`src/rtl/lock_pkg.sv`:
```
// Shared definitions for the lock controller datapath: key codes, compare targets
// and the compare-sequencer state encoding.
package lock_pkg;

  localparam int DIGIT_W = 4;

  localparam logic [DIGIT_W-1:0] KEY_CANCEL = 4'd7;
  localparam logic [DIGIT_W-1:0] KEY_PROG   = 4'd8;
  localparam logic [DIGIT_W-1:0] KEY_LOCK   = 4'd9;

  typedef enum logic [1:0] {
    CMP_PC  = 2'b00,
    CMP_UC  = 2'b01,
    CMP_SH  = 2'b10,
    CMP_RSV = 2'b11
  } cmp_sel_e;

  typedef enum logic [1:0] {
    S_IDLE = 2'd0,
    S_LEN  = 2'd1,
    S_SCAN = 2'd2,
    S_DONE = 2'd3
  } state_e;

  // Anything at or above KEY_CANCEL is a command or unused code, never a digit.
  function automatic logic is_digit_key(input logic [DIGIT_W-1:0] key);
    return (key < KEY_CANCEL) && (key != KEY_PROG) && (key != KEY_LOCK);
  endfunction

endpackage

```
`src/rtl/digit_buffer.sv`:
```
// Digit register array with a saturating length counter and overflow flag.
// Element 0 holds the first digit entered.
module digit_buffer
  import lock_pkg::*;
#(
  parameter int MAX_DIGITS = 8,
  parameter int LEN_W = $clog2(MAX_DIGITS + 1),
  parameter logic [MAX_DIGITS*DIGIT_W-1:0] RESET_DIGITS = '0,
  parameter logic [LEN_W-1:0] RESET_LEN = '0
) (
  input  logic                          hwclk,
  input  logic                          rst_n,
  input  logic                          clr,
  input  logic                          append,
  input  logic [DIGIT_W-1:0]            append_digit,
  input  logic                          load,
  input  logic [MAX_DIGITS*DIGIT_W-1:0] load_digits,
  input  logic [LEN_W-1:0]              load_len,
  input  logic                          load_ovf,
  output logic [MAX_DIGITS*DIGIT_W-1:0] digits,
  output logic [LEN_W-1:0]              len,
  output logic                          ovf
);

  always_ff @(posedge hwclk or negedge rst_n) begin
    if (!rst_n) begin
      digits <= RESET_DIGITS;
      len    <= RESET_LEN;
      ovf    <= 1'b0;
    end else if (load) begin
      digits <= load_digits;
      len    <= load_len;
      ovf    <= load_ovf;
    end else if (clr) begin
      len <= '0;
      ovf <= 1'b0;
    end else if (append) begin
      if (len == LEN_W'(MAX_DIGITS)) begin
        ovf <= 1'b1;
      end else begin
        for (int i = 0; i < MAX_DIGITS; i++) begin
          if (LEN_W'(i) == len) digits[i*DIGIT_W +: DIGIT_W] <= append_digit;
        end
        len <= len + 1'b1;
      end
    end
  end

endmodule

```
`src/rtl/code_match_sequencer.sv`:
```
// Entry/shadow/user-code buffers and the digit-serial compare engine driven by the
// lock controller. Packed code constants read left to right in key-entry order.
module code_match_sequencer
  import lock_pkg::*;
#(
  parameter int MAX_DIGITS = 8,
  parameter int MIN_UC_LEN = 4,
  parameter int PC_LEN = 6,
  parameter logic [PC_LEN*DIGIT_W-1:0] PASSCODE = 24'h012345,
  parameter logic [MAX_DIGITS*DIGIT_W-1:0] RESET_UC = 32'h0000_3210,
  parameter int RESET_UC_LEN = 4
) (
  input  logic               hwclk,
  input  logic               rst_n,
  input  logic               digit_valid,
  input  logic [DIGIT_W-1:0] digit,
  input  logic               read_input,
  input  logic               clr,
  input  logic               latch_shadow,
  input  logic               check,
  input  logic [1:0]         compare_sel,
  input  logic               store,
  output logic               validLength,
  output logic               validLengthPC,
  output logic               busy,
  output logic               data_ready,
  output logic               correct_input
);

  localparam int LEN_W = $clog2(MAX_DIGITS + 1);
  localparam int BUF_W = MAX_DIGITS * DIGIT_W;

  // The most recently keyed digit of a literal sits in its LSBs; buffers store first key at element 0.
  function automatic logic [BUF_W-1:0] typed_order(input logic [BUF_W-1:0] code, input int n);
    logic [BUF_W-1:0] r;
    r = '0;
    for (int i = 0; i < n; i++) r[i*DIGIT_W +: DIGIT_W] = code[(n-1-i)*DIGIT_W +: DIGIT_W];
    return r;
  endfunction

  localparam logic [BUF_W-1:0] PC_FLAT = typed_order(BUF_W'(PASSCODE), PC_LEN);
  localparam logic [BUF_W-1:0] UC_FLAT = typed_order(RESET_UC, RESET_UC_LEN);

  logic [BUF_W-1:0] ent_digits, sh_digits, uc_digits, tgt_digits;
  logic [LEN_W-1:0] ent_len, sh_len, uc_len, tgt_len;
  logic             ent_ovf, sh_ovf, uc_ovf, tgt_ovf;
  logic [DIGIT_W-1:0] ent_digit, tgt_digit;

  state_e           state, state_n;
  logic [LEN_W-1:0] idx, idx_n;
  cmp_sel_e         sel_q, sel_n;
  logic             res_q, res_n, ready_n, correct_n;
  logic             abort, capture, store_ok, len_reject;

  assign busy     = (state == S_LEN) || (state == S_SCAN);
  assign abort    = clr | latch_shadow;
  assign capture  = digit_valid & read_input & is_digit_key(digit) & ~busy & ~abort;
  assign store_ok = store & ~busy & (sh_len >= LEN_W'(MIN_UC_LEN)) & ~sh_ovf;

  assign validLength   = ~ent_ovf & (ent_len >= LEN_W'(MIN_UC_LEN));
  assign validLengthPC = ~ent_ovf & (ent_len == LEN_W'(PC_LEN));

  digit_buffer #(.MAX_DIGITS(MAX_DIGITS)) u_entry (
    .hwclk(hwclk), .rst_n(rst_n),
    .clr(abort), .append(capture), .append_digit(digit),
    .load(1'b0), .load_digits('0), .load_len('0), .load_ovf(1'b0),
    .digits(ent_digits), .len(ent_len), .ovf(ent_ovf)
  );

  digit_buffer #(.MAX_DIGITS(MAX_DIGITS)) u_shadow (
    .hwclk(hwclk), .rst_n(rst_n),
    .clr(1'b0), .append(1'b0), .append_digit('0),
    .load(latch_shadow), .load_digits(ent_digits), .load_len(ent_len), .load_ovf(ent_ovf),
    .digits(sh_digits), .len(sh_len), .ovf(sh_ovf)
  );

  digit_buffer #(
    .MAX_DIGITS(MAX_DIGITS),
    .RESET_DIGITS(UC_FLAT),
    .RESET_LEN(LEN_W'(RESET_UC_LEN))
  ) u_uc (
    .hwclk(hwclk), .rst_n(rst_n),
    .clr(1'b0), .append(1'b0), .append_digit('0),
    .load(store_ok), .load_digits(sh_digits), .load_len(sh_len), .load_ovf(sh_ovf),
    .digits(uc_digits), .len(uc_len), .ovf(uc_ovf)
  );

  always_comb begin
    tgt_digits = '0;
    tgt_len    = '0;
    tgt_ovf    = 1'b0;
    case (sel_q)
      CMP_PC: begin tgt_digits = PC_FLAT;   tgt_len = LEN_W'(PC_LEN); end
      CMP_UC: begin tgt_digits = uc_digits; tgt_len = uc_len; tgt_ovf = uc_ovf; end
      CMP_SH: begin tgt_digits = sh_digits; tgt_len = sh_len; end
      default: ;
    endcase
  end

  always_comb begin
    ent_digit = '0;
    tgt_digit = '0;
    for (int i = 0; i < MAX_DIGITS; i++) begin
      if (LEN_W'(i) == idx) begin
        ent_digit = ent_digits[i*DIGIT_W +: DIGIT_W];
        tgt_digit = tgt_digits[i*DIGIT_W +: DIGIT_W];
      end
    end
  end

  assign len_reject = (sel_q == CMP_RSV) | ent_ovf | tgt_ovf | (ent_len == '0) | (ent_len != tgt_len);

  always_comb begin
    state_n   = state;
    idx_n     = idx;
    sel_n     = sel_q;
    res_n     = res_q;
    ready_n   = data_ready;
    correct_n = correct_input;
    if (abort) begin
      state_n   = S_IDLE;
      ready_n   = 1'b0;
      correct_n = 1'b0;
    end else if (check) begin
      state_n   = S_LEN;
      sel_n     = cmp_sel_e'(compare_sel);
      ready_n   = 1'b0;
      correct_n = 1'b0;
    end else begin
      case (state)
        S_LEN: begin
          if (len_reject) begin
            state_n = S_DONE;
            res_n   = 1'b0;
          end else begin
            state_n = S_SCAN;
            idx_n   = '0;
          end
        end
        S_SCAN: begin
          if (ent_digit != tgt_digit) begin
            state_n = S_DONE;
            res_n   = 1'b0;
          end else if (idx == ent_len - 1'b1) begin
            state_n = S_DONE;
            res_n   = 1'b1;
          end else begin
            idx_n = idx + 1'b1;
          end
        end
        S_DONE: begin
          state_n   = S_IDLE;
          ready_n   = 1'b1;
          correct_n = res_q;
        end
        default: ;
      endcase
    end
  end

  always_ff @(posedge hwclk or negedge rst_n) begin
    if (!rst_n) begin
      state         <= S_IDLE;
      idx           <= '0;
      sel_q         <= CMP_PC;
      res_q         <= 1'b0;
      data_ready    <= 1'b0;
      correct_input <= 1'b0;
    end else begin
      state         <= state_n;
      idx           <= idx_n;
      sel_q         <= sel_n;
      res_q         <= res_n;
      data_ready    <= ready_n;
      correct_input <= correct_n;
    end
  end

endmodule

```
`config.mk`:
```
export PLATFORM = sky130hd
export DESIGN_NAME = code_match_sequencer
export DESIGN_NICKNAME = d
export VERILOG_FILES = /design/src/rtl/lock_pkg.sv /design/src/rtl/digit_buffer.sv /design/src/rtl/code_match_sequencer.sv
export SDC_FILE = /design/constraint.sdc
export NUM_CORES = 1
export LEC_CHECK = 0
export CAP_MARGIN = 20
export CELL_PAD_IN_SITES_DETAIL_PLACEMENT = 1
export CELL_PAD_IN_SITES_GLOBAL_PLACEMENT = 2
export CORE_ASPECT_RATIO = 1.75
export CORE_UTILIZATION = 38
export CTS_CLUSTER_DIAMETER = 50
export DETAILED_ROUTE_END_ITERATION = 10
export PLACE_DENSITY = 0.84
export SLEW_MARGIN = 20
export SYNTH_ARGS = -nofsm -noshare
export SYNTH_HDL_FRONTEND = slang
export SYNTH_SLANG_ARGS = --single-unit
```
`constraint.sdc`:
```
create_clock -name hwclk -period 3.1 [get_ports hwclk]
set_input_delay 0.775 -clock hwclk [delete_from_list [all_inputs] [get_ports hwclk]]
set_output_delay 0.775 -clock hwclk [all_outputs]
set_load 0.01 [all_outputs]
```
==> impl_metrics.py <==
metrics = {
    "status": {
        "outcome": "finished with violations",
        "violations": "negative setup slack",
    },
    "route": {
        "num_vias": 4962,
        "finalWirelength_mm": 21.1,
        "drcViolationCount": 0,
        "routedWlPerCell_um": 23.8,
        "dr.pass1.iters": 4,
        "ant_nets": 0,
        "routed_via_density": 5.59,
        "drt_iter0_drc": 210,
    },
    "timing": {
        "rsz0062_at_grt": "yes",
        "setup_ws_ps": -248,
        "final_hold_viol_count": 0,
        "period_minus_slack_ps": 3350,
        "setup_viol": 6,
        "max_slew.worst_pin.slew_ps": 737,
        "maxSlewViolCount": 0,
        "max_freq_ghz": 0.299,
        "finalClockSkew_ps": 6.40,
        "relSlewSlack_pct": 50.4,
        "period_share_pct": 108,
        "finalSetupTns_ps": -1320,
    },
    "synth": {
        "synth_area_per_cell_um2": 11.3,
        "synth_top_area_share_pct": 45.9,
        "yosys.area.top_type": "dfrtp_1",
        "ys_seq_area_share_pct": 48.0,
        "synthCells": 562,
        "ys_top_cells_by_area": "dfrtp_1 46%, mux2_2 17%, ha_1 2.4%, dfstp_2 2.1%, nor2_1 1.5%",
        "syn-num-nets": 588,
        "ys_ff_latch": 122,
        "synth_edf_count": 0,
        "synthArstFlopShare_pct": 100,
        "yosys_most_used_dff": "dfrtp_1",
        "synth_area_mm2": 0.00637,
        "yosysWarnings": 0,
        "ys_types": 70,
    },
    "place": {
        "placed_cell_area_mm2": 0.00734,
        "portBuffers": 18,
        "dp_cells": 852,
        "gp_congestion": 0.911,
        "dp_hpwl_mm": 15.4,
    },
    "clock_network": {
        "cts_buffer_depth": 2,
        "cts-buffers-inserted": 17,
        "worstSkewPairLatency_ps": 420,
        "clockRootBuffer": "clkbuf_16",
        "tritoncts": "built",
        "clk_pin_slew_worst_paths_ps": 50,
        "cts.htree.levels": 4,
        "clock_sink_count": 122,
    },
    "layout": {
        "final-instance-count-excl-fill": 888,
        "seq_area_mm2": 0.00306,
        "multi_input_area_mm2": 0.00323,
        "final_common_cell": "dfrtp_1",
        "layout-drive-gt1-share_pct": 39.3,
        "fin_nets": 678,
        "syn_to_final_growth_pct": 28.2,
        "final_cell_mix": "115 x dfrtp_1, 95 x mux2_2, 80 x buf_4",
        "design_area_mm2": 0.00817,
        "antenna_cells": 0,
        "n_fill_cell": 1794,
    },
    "global_route": {
        "first_global_vias": 5581,
        "antenna_found_initial": 0,
        "track_usage_pct": 26.2,
        "grt-ovfl-total": 0,
        "grt_max_degree": 123,
        "grt_pass1_wl_mm": 33.1,
    },
    "job": {
        "drv_cap": 0,
    },
    "critical_path": {
        "slowest_delay_ps": 660,
        "cp_common_cell": "buf_6",
        "startpoint_type": "register",
        "crit_fanout": 8,
        "worst_ep_arrival_time_ps": 3680,
        "cp_top_family": "simple AND/OR/NAND/NOR gates",
        "endpoint_kind": "register",
        "crit_chain": "ha_4, or3_4, buf_6, buf_6, a311o_2, a31o_4, nand3_2, nand4b_1, or4_4, buf_6, nand3b_1, o211ai_1",
        "crit_slowest_cell": "or4_4",
        "cp.required_ps": 3430,
        "path_class": "register to register",
        "path_buf_inv": 3,
        "reg2reg_slack_ps": -250,
    },
    "floorplan": {
        "die_h_um": 173,
        "num_rows": 62,
        "dieArea_mm2": 0.0173,
        "dieWidth_um": 99.9,
        "core_mm2": 0.0164,
        "initial_utilization_pct": 38.8,
        "io_pins": 19,
    },
    "pwr": {
        "leakage_nw": 3.68,
        "peakVddDrop_v": 0.000329,
        "powerDensity_mw_per_mm2": 547,
    },
    "worst_hold_path": {
        "min_path_type": "input port to asynchronous set/reset pin",
    },
}
state kept, by name, indices dropped and copies added (netlist names):
signal / count
u_entry.len: 4
u_entry.digits: 32
u_uc.len: 4
state: 2
u_shadow.digits: 32
correct_input: 1
u_shadow.len: 4
u_uc.ovf: 1
u_entry.ovf: 1
idx: 4
u_uc.digits: 32
sel_q: 2
res_q: 1
data_ready: 1
u_shadow.ovf: 1
final timing paths:
kind                       cells past startpoint             from             endpoint
max                                           12           idx[0]               idx[0]
min                                            2            rst_n      u_uc.digits[12]
max reg2reg                                   12           idx[0]               idx[0]
min reg2reg                                    1  u_uc.digits[20]      u_uc.digits[20]
max in group asynchronous                      2            rst_n  u_shadow.digits[30]
min in group hwclk                             1  u_uc.digits[20]      u_uc.digits[20]
synth_stat cells, drive strengths merged (8+ instances only):
cell,instances
o21ai,11
a22oi,10
nor2b,16
clkbuf,22
a211oi,8
nor2,26
nand2b,8
nand3b,11
buf,13
inv,23
and2,9
a221oi,8
ha,12
mux2,95
nor3,8
nand2,23
dfrtp,117
xnor2,11
a21oi,18
nand3,12
layer usage:
layer	share of wire, %	up-vias	track usage (%)
met5	0	-	0
met4	6.7	0	18.1
met3	2.5	57	4.23
met2	55	118	47.2
met1	36	2540	27.1
li1	-	2247	-
stage by stage:
stage	util, %	worst slack, ps	hold WS [ps]	power, mW
2_1_floorplan	-	61.4	465	2.03
3_3_place_gp	44.6	-519	485	2.38
3_5_place_dp	44.6	-603	491	2.40
4_1_cts	49.2	-209	484	4.50
5_1_grt	49.7	-349	516	4.62
6_report	49.7	-248	449	4.47
cell type report:
| class | count | area share, % |
|---|---|---|
| inverter | 23 | 1.13 |
| sequential | 122 | 37.5 |
| tap | 224 | 3.43 |
| clock buffer | 23 | 5.97 |
| clock inverter | 8 | 1.44 |
| timing repair buffer | 106 | 11.0 |
| multi-input combinational | 382 | 39.5 |
report_power, final:
part | switching [mW] | internal, mW
clock network | 0.713 | 1.34
registers | 0.0434 | 1.64
logic | 0.417 | 0.325
total | 1.17 | 3.30
kinds of logic after synthesis:
| group | synth area share, % |
|---|---|
| buffers and inverters | 4.04 |
| muxes | 17.1 |
| DFF | 48.0 |
| and+or+nand+nor | 12.6 |
| adders and majority gates | 2.36 |
| AOI/OAI and AO/OA | 14.2 |
| xor gates and xnor gates | 1.65 |
what timing repair did:
item,4_1_cts,5_1_grt
setup endpoints to repair,7,7
hold buffers,0,0
buffers inserted,4,1
resized for setup,26,16
pin swaps,12,7
(Power assumes the default switching activity.)
